File: config.mk
export PLATFORM = sky130hd
export DESIGN_NAME = seg_scan_ctrl_flat
export DESIGN_NICKNAME = d
export VERILOG_FILES = /design/src/rtl/seg_scan_ctrl_if.sv /design/src/rtl/seg_scan_ctrl.sv /design/src/flat_wrapper.sv
export SDC_FILE = /design/constraint.sdc
export NUM_CORES = 1
export LEC_CHECK = 0
export ABC_AREA = 1
export BUFFER_PORTS_ARGS = -buffer_cell sky130_fd_sc_hd__buf_2
export CAP_MARGIN = 20
export CORE_ASPECT_RATIO = 0.5
export CORE_MARGIN = 5
export CORE_UTILIZATION = 45
export DETAILED_ROUTE_END_ITERATION = 6
export SYNTH_ARGS = -nofsm -noshare
export SYNTH_HDL_FRONTEND = slang
export SYNTH_SLANG_ARGS = --single-unit
File: constraint.sdc
create_clock -name clk -period 2.66 [get_ports clk]
set_clock_uncertainty 0.1 [all_clocks]
set_input_delay 0.133 -clock clk [delete_from_list [all_inputs] [get_ports clk]]
set_output_delay 0.133 -clock clk [all_outputs]
set_load 0.02 [all_outputs]
File: src/rtl/seg_scan_ctrl_if.sv
// seg_scan_ctrl_if
// Load handshake between a value producer (e.g. the timekeeping core) and the
// display scan controller.
//   digits_in  : 4*NUM_DIG BCD digits, digit 0 least significant
//   dp_in      : NUM_DIG decimal point requests, 1 = lit
//   load       : producer strobe, honoured only while load_ready = 1
//   load_ready : controller has an empty pending buffer
// Modports: master = producer side, slave = scan controller side.
interface seg_scan_ctrl_if #(
  parameter int NUM_DIG = 6
);
  logic [4*NUM_DIG-1:0] digits_in;
  logic [NUM_DIG-1:0]   dp_in;
  logic                 load;
  logic                 load_ready;

  modport master (
    output digits_in,
    output dp_in,
    output load,
    input  load_ready
  );

  modport slave (
    input  digits_in,
    input  dp_in,
    input  load,
    output load_ready
  );
endinterface

File: src/rtl/seg_scan_ctrl.sv
// seg_scan_ctrl
// Time-multiplexed scan controller for a common-anode 7-segment display.
// One shared BCD-to-segment decoder is time-shared across NUM_DIG positions.
// Each digit slot lasts DIV cycles: BLANK all-off cycles (anti-ghosting,
// decoder settles on the new code) followed by DIV-BLANK cycles with the
// digit selected. New values arrive through a ready/load handshake into a
// pending buffer and are committed to the active buffer only at frame
// boundaries, so a frame never mixes old and new digits.
// Ports:
//   clk, rst   : clock, synchronous active-high reset
//   en         : scan enable, 0 = display dark and scan restarted
//   ld         : load handshake (slave modport of seg_scan_ctrl_if)
//   num_out    : digit code to the shared decoder (10..15 passed through)
//   dp_n       : decimal point segment, active low
//   sel_n      : digit select, active low, at most one bit low
//   frame_tick : one-cycle pulse on the last cycle of each complete frame
module seg_scan_ctrl #(
  parameter int NUM_DIG = 6,
  parameter int DIV     = 5000,
  parameter int BLANK   = 50,
  parameter int LZB     = 0
) (
  input  logic               clk,
  input  logic               rst,
  input  logic               en,
  seg_scan_ctrl_if.slave     ld,
  output logic [3:0]         num_out,
  output logic               dp_n,
  output logic [NUM_DIG-1:0] sel_n,
  output logic               frame_tick
);

  localparam int CW = $clog2(DIV);
  localparam int IW = $clog2(NUM_DIG);
  localparam logic [CW-1:0] CNT_BLANK_LAST = CW'(BLANK - 1);
  localparam logic [CW-1:0] CNT_LAST       = CW'(DIV - 1);
  localparam logic [IW-1:0] IDX_LAST       = IW'(NUM_DIG - 1);

  typedef enum logic [1:0] {
    ST_IDLE,
    ST_BLANK,
    ST_SHOW
  } state_t;

  state_t               state_q, state_d;
  logic [CW-1:0]        cnt_q, cnt_d;
  logic [IW-1:0]        idx_q, idx_d;
  logic [4*NUM_DIG-1:0] act_dig_q, act_dig_d;
  logic [NUM_DIG-1:0]   act_dp_q, act_dp_d;
  logic [4*NUM_DIG-1:0] pend_dig_q, pend_dig_d;
  logic [NUM_DIG-1:0]   pend_dp_q, pend_dp_d;
  logic                 pend_q, pend_d;
  logic                 load_ready_q, load_ready_d;
  logic [3:0]           num_out_q, num_out_d;
  logic                 dp_n_q, dp_n_d;
  logic [NUM_DIG-1:0]   sel_n_q, sel_n_d;
  logic                 frame_tick_q, frame_tick_d;

  logic                 capture;
  logic                 frame_end;
  logic [NUM_DIG-1:0]   lz_mask;
  logic                 zero_above;
  logic [3:0]           cur_num;
  logic                 cur_dp;
  logic                 cur_lz;

  // State register plus every registered output. Reset overrides en and load.
  always_ff @(posedge clk) begin
    if (rst) begin
      state_q      <= ST_IDLE;
      cnt_q        <= '0;
      idx_q        <= '0;
      act_dig_q    <= '0;
      act_dp_q     <= '0;
      pend_dig_q   <= '0;
      pend_dp_q    <= '0;
      pend_q       <= 1'b0;
      load_ready_q <= 1'b1;
      num_out_q    <= 4'd0;
      dp_n_q       <= 1'b1;
      sel_n_q      <= '1;
      frame_tick_q <= 1'b0;
    end else begin
      state_q      <= state_d;
      cnt_q        <= cnt_d;
      idx_q        <= idx_d;
      act_dig_q    <= act_dig_d;
      act_dp_q     <= act_dp_d;
      pend_dig_q   <= pend_dig_d;
      pend_dp_q    <= pend_dp_d;
      pend_q       <= pend_d;
      load_ready_q <= load_ready_d;
      num_out_q    <= num_out_d;
      dp_n_q       <= dp_n_d;
      sel_n_q      <= sel_n_d;
      frame_tick_q <= frame_tick_d;
    end
  end

  // Slot sequencing and the double buffer. frame_end marks the boundary at
  // which the pending value may become active: either entering the scan from
  // IDLE or leaving the final slot of a frame. Dropping en sends everything
  // back to IDLE but keeps the pending buffer for the next start.
  always_comb begin
    state_d    = state_q;
    cnt_d      = cnt_q;
    idx_d      = idx_q;
    act_dig_d  = act_dig_q;
    act_dp_d   = act_dp_q;
    pend_dig_d = pend_dig_q;
    pend_dp_d  = pend_dp_q;
    pend_d     = pend_q;
    frame_end  = 1'b0;
    capture    = ld.load && load_ready_q;

    if (!en) begin
      state_d = ST_IDLE;
      cnt_d   = '0;
      idx_d   = '0;
    end else begin
      case (state_q)
        ST_IDLE: begin
          state_d   = ST_BLANK;
          cnt_d     = '0;
          idx_d     = '0;
          frame_end = 1'b1;
        end
        ST_BLANK: begin
          if (cnt_q == CNT_BLANK_LAST) begin
            state_d = ST_SHOW;
          end
          cnt_d = cnt_q + 1'b1;
        end
        ST_SHOW: begin
          if (cnt_q == CNT_LAST) begin
            state_d = ST_BLANK;
            cnt_d   = '0;
            if (idx_q == IDX_LAST) begin
              idx_d     = '0;
              frame_end = 1'b1;
            end else begin
              idx_d = idx_q + 1'b1;
            end
          end else begin
            cnt_d = cnt_q + 1'b1;
          end
        end
        default: begin
          state_d = ST_IDLE;
          cnt_d   = '0;
          idx_d   = '0;
        end
      endcase
    end

    // Capture and commit never coincide: capture needs an empty pending
    // buffer, commit needs a full one.
    if (frame_end && pend_q) begin
      act_dig_d = pend_dig_q;
      act_dp_d  = pend_dp_q;
      pend_d    = 1'b0;
    end
    if (capture) begin
      pend_dig_d = ld.digits_in;
      pend_dp_d  = ld.dp_in;
      pend_d     = 1'b1;
    end
    load_ready_d = !pend_d;
  end

  // Leading-zero mask: digit i>0 is suppressed when it and every more
  // significant digit of the value about to be active are zero.
  always_comb begin
    lz_mask    = '0;
    zero_above = 1'b1;
    for (int i = NUM_DIG - 1; i >= 1; i--) begin
      zero_above = zero_above && (act_dig_d[4*i +: 4] == 4'd0);
      lz_mask[i] = (LZB != 0) && zero_above;
    end
  end

  // Output decode from the next-cycle state so that the registered outputs
  // line up with the state they describe.
  always_comb begin
    cur_num      = 4'd0;
    cur_dp       = 1'b0;
    cur_lz       = 1'b0;
    num_out_d    = 4'd0;
    dp_n_d       = 1'b1;
    sel_n_d      = '1;
    frame_tick_d = 1'b0;

    for (int i = 0; i < NUM_DIG; i++) begin
      if (idx_d == IW'(i)) begin
        cur_num = act_dig_d[4*i +: 4];
        cur_dp  = act_dp_d[i];
        cur_lz  = lz_mask[i];
      end
    end

    case (state_d)
      ST_BLANK: begin
        num_out_d = cur_num;
      end
      ST_SHOW: begin
        num_out_d    = cur_num;
        frame_tick_d = (cnt_d == CNT_LAST) && (idx_d == IDX_LAST);
        if (!cur_lz) begin
          dp_n_d = ~cur_dp;
          for (int i = 0; i < NUM_DIG; i++) begin
            if (idx_d == IW'(i)) begin
              sel_n_d[i] = 1'b0;
            end
          end
        end
      end
      default: begin
        num_out_d = 4'd0;
      end
    endcase
  end

  assign ld.load_ready = load_ready_q;
  assign num_out       = num_out_q;
  assign dp_n          = dp_n_q;
  assign sel_n         = sel_n_q;
  assign frame_tick    = frame_tick_q;

endmodule

File: src/flat_wrapper.sv
// flat-port wrapper written by rule: the top's interface ports become plain ports
module seg_scan_ctrl_flat 
#(
  parameter int NUM_DIG = 6,
  parameter int DIV     = 5000,
  parameter int BLANK   = 50,
  parameter int LZB     = 0
)
  (clk, rst, en, num_out, dp_n, sel_n, frame_tick, ld_digits_in, ld_dp_in, ld_load, ld_load_ready);
  seg_scan_ctrl_if #(.NUM_DIG(NUM_DIG)) ld_i ();
  input  logic clk;
  input  logic rst;
  input  logic en;
  output logic [3:0] num_out;
  output logic dp_n;
  output logic [NUM_DIG-1:0] sel_n;
  output logic frame_tick;
  input wire logic [$bits(ld_i.digits_in)-1:0] ld_digits_in;
  input wire logic [$bits(ld_i.dp_in)-1:0] ld_dp_in;
  input wire logic [$bits(ld_i.load)-1:0] ld_load;
  output wire logic [$bits(ld_i.load_ready)-1:0] ld_load_ready;
  assign ld_i.digits_in = ld_digits_in;
  assign ld_i.dp_in = ld_dp_in;
  assign ld_i.load = ld_load;
  assign ld_load_ready = ld_i.load_ready;
  seg_scan_ctrl #(.NUM_DIG(NUM_DIG), .DIV(DIV), .BLANK(BLANK), .LZB(LZB)) u_core (.clk(clk), .rst(rst), .en(en), .ld(ld_i), .num_out(num_out), .dp_n(dp_n), .sel_n(sel_n), .frame_tick(frame_tick));
endmodule
==> run metrics <==
antenna diode count 0; Setup Fix Bufs, Post-CTS 0; WL per Instance 12.66 µm; Switching Power 665.0 µW; Layout area overhead 23.77%; Max-Slew Margin vs Limit 0.7029; vias per cell 4.747; Post-Syn Nets 592; Clock Pin Slew Worst Setup and Hold Paths 0.06 ns; Mapped Area 4016 µm²; Total Wirelength 9.471 mm; HP Class in2reg; Slew Limit Fails 0; CP arrival 2.56 ns; antenna-violating nets left 0; Crit Path Class reg2reg; number of I/O port buffers 46; routed vias 3551; Yosys warning total 0; clock power share 0.428; pwr dens 593.9 nW/µm²; CTS Sinks 92; initial cell density of the core 0.4612; I/O Pins 47; vias in the first global route 3369; Max Clk Rate 0.4201 GHz; max_cap viols 0; Hold Crit Depth 3; Mean Syn Cell Area 7.289 µm²; register area share after synthesis 0.4586; Nets 668; Fin Setup TNS 0 ns; cts bufs inserted 9; RSZ-0062 raised after global routing false; PnR worst setup slack 0.2795 ns; Worst Setup End Kind flip-flop; first-pass GRT wire length 15.75 mm; worst skew pair latency 0.34 ns; GRT Total Usage 0.1798; grt ovf 0; depth of the CTS H-tree 3; pre-CTS WS 0.1360 ns; antenna violations before repair 0; fin util 0.5708; share of cells above drive strength 1 0.1601; CP Data Required Time 2.83 ns; Tot Pwr 2952 µW; drt pass-1 iters 4; Peak VDD IR 0.0003485 V; Worst Tran Pin Value 0.4456 ns; worst reg-to-reg path cell count 14; DRC violations left 0; clk buf depth 2; largest net degree at the start of global routing 40; floorplan row count 24; Final Hold Viols 0; LEAKAGE 0.002212 µW; die area 11030 µm²; post-synthesis cell type count 34; routability cong. 0.9508; Switching Share 0.2253; Max FO, Critical Path 5; drt initial violations 212; internal power 2287 µW; status finished, final reports clean; Area after DPL 4353 µm²; CTS tree yes; die width 143.6 µm; Yosys reg bits 92; Setup Viol. Count Final 0; Design Area, Final 4971 µm²; CTS root buf clkbuf_16; die span in y 76.81 µm; CP Launch Type flip-flop; Post-DP HPWL 6.488 mm; final worst path period need 2.380 ns; cells after synthesis 551; Core Area 8708 µm²; Tcrit/Tclk final 0.8949; Comb power frac 0.079; Reg power frac 0.493
[cell type report]
class	instances	area [µm²]
clock buffers	12	246.5
clock inverters	3	46.29
fillers	873	3737
inverters	57	214.0
multi-input cells	384	1893
flip-flops and latches	92	1842
well taps	117	146.4
repair buffers	83	583.1
[metal layers]
metal  track usage  routed length [µm]  share of wire
met5             0                   0              0
met2        0.2884                4189           0.44
met4       0.04793                  99          0.010
met1        0.2406                4792           0.51
met3       0.04661                 390          0.041
[synthesized netlist by cell type (all sizes together)]
cell    number  area (µm²)
xor2         6       52.55
nor2       121       493.0
dfxtp       92        1842
or3          2       12.51
nand3       31       190.2
nand2      119       469.2
a21oi       23       118.9
o21a         3       22.52
o211ai       1       7.510
a31oi        1       6.260
nor4         3       18.77
xnor2        2       17.52
or2          4       25.02
clkbuf      13       48.80
nand4       10       62.56
nor3         4       20.02
clkinv       1       3.750
ha           7       87.58
o21ai       42       214.0
inv         56       210.2
buf          5       43.79
mux2i        5       50.05
[through the flow]
stage               instances  hold WS, ns
finish                    748     0.006719
global route              748      0.02449
CTS                       748     0.002703
detailed placement        703       0.2890
global placement          703       0.2821
floorplan                 551       0.1821
[worst paths after layout]
| path | from | to | slack (ns) |
|---|---|---|---|
| worst min-delay path | ld_dp_in[3] | u_core.pend_dp_q[3]$_SDFFE_PP0P_ | 0.007 |
| worst max register to register | u_core.cnt_q[0]$_SDFF_PP0_ | u_core.frame_tick$_SDFF_PP0_ | 0.28 |
| worst max-delay path | u_core.cnt_q[0]$_SDFF_PP0_ | u_core.frame_tick$_SDFF_PP0_ | 0.28 |
| worst min register to register | u_core.pend_dp_q[3]$_SDFFE_PP0P_ | u_core.pend_dp_q[3]$_SDFFE_PP0P_ | 0.35 |
[placed cells by master, fill, tap and decap left out, types with 7 or more instances in the layout]
cell type      instances
nand3_1               27
nor2_1               115
nand2_1              112
buf_4                  7
buf_2                 46
a21oi_1               22
inv_2                  8
o21ai_0               36
clkbuf_16              9
dlygate4sd3_1         30
nand4_1               10
dfxtp_1               92
inv_1                 48
[worst max-delay path, cell delays in order, from the launching register on]
cell and delay (ns):
dfxtp_1 0.39, ha_1 0.16, nand2_1 0.07, nor4_2 0.31, nor2_1 0.08, o21ai_0 0.15, a31oi_1 0.09, nand2_1 0.10
ha_1 0.14, nand2_1 0.08, nor4_2 0.24, nand4_1 0.12, nor2_1 0.11, nand4_1 0.09, nor2_1 0.09
[power by group through the flow]
| stage | clock network [µW] | logic (µW) | registers (µW) |
|---|---|---|---|
| floorplan | 0 | 137 | 1480 |
| global placement | 0 | 198 | 1480 |
| detailed placement | 0 | 201 | 1490 |
| CTS | 1300 | 234 | 1450 |
| global route | 1360 | 267 | 1460 |
| finish | 1260 | 235 | 1450 |
[cells by family (layout without fill, tap and decap cells)]
| logic type | count (synthesis) | count (layout) | synth area share |
|---|---|---|---|
| AND/OR/NAND/NOR | 294 | 294 | 0.3215 |
| flip-flops | 92 | 92 | 0.4586 |
| buffers and inverters | 75 | 155 | 0.07632 |
| AO/OA/AOI/OAI | 70 | 70 | 0.09190 |
| XOR/XNOR | 8 | 8 | 0.01745 |
| adder cells (fa/ha/maj) | 7 | 7 | 0.02181 |
| multiplexers | 5 | 5 | 0.01246 |
[state kept, by name, summed over array words and instances, names as in the netlist]
| name | flops |
|---|---|
| u_core.num_out | 4 |
| u_core.frame_tick | 1 |
| u_core.idx_q | 3 |
| u_core.pend_dig_q | 24 |
| u_core.act_dig_q | 24 |
| u_core.dp_n | 1 |
| u_core.pend_dp_q | 6 |
| u_core.cnt_q | 13 |
| u_core.ld.load_ready | 1 |
| u_core.sel_n | 6 |
| u_core.act_dp_q | 6 |
| u_core.pend_q | 1 |
| u_core.state_q | 2 |
[timing repair]
item,in CTS,in global routing
hold endpoints to repair,30,0
endpoints found under the setup margin,0,3
hold buffers,30,0
resized for setup,0,5
No activity file was read; power rests on OpenSTA's default activity.
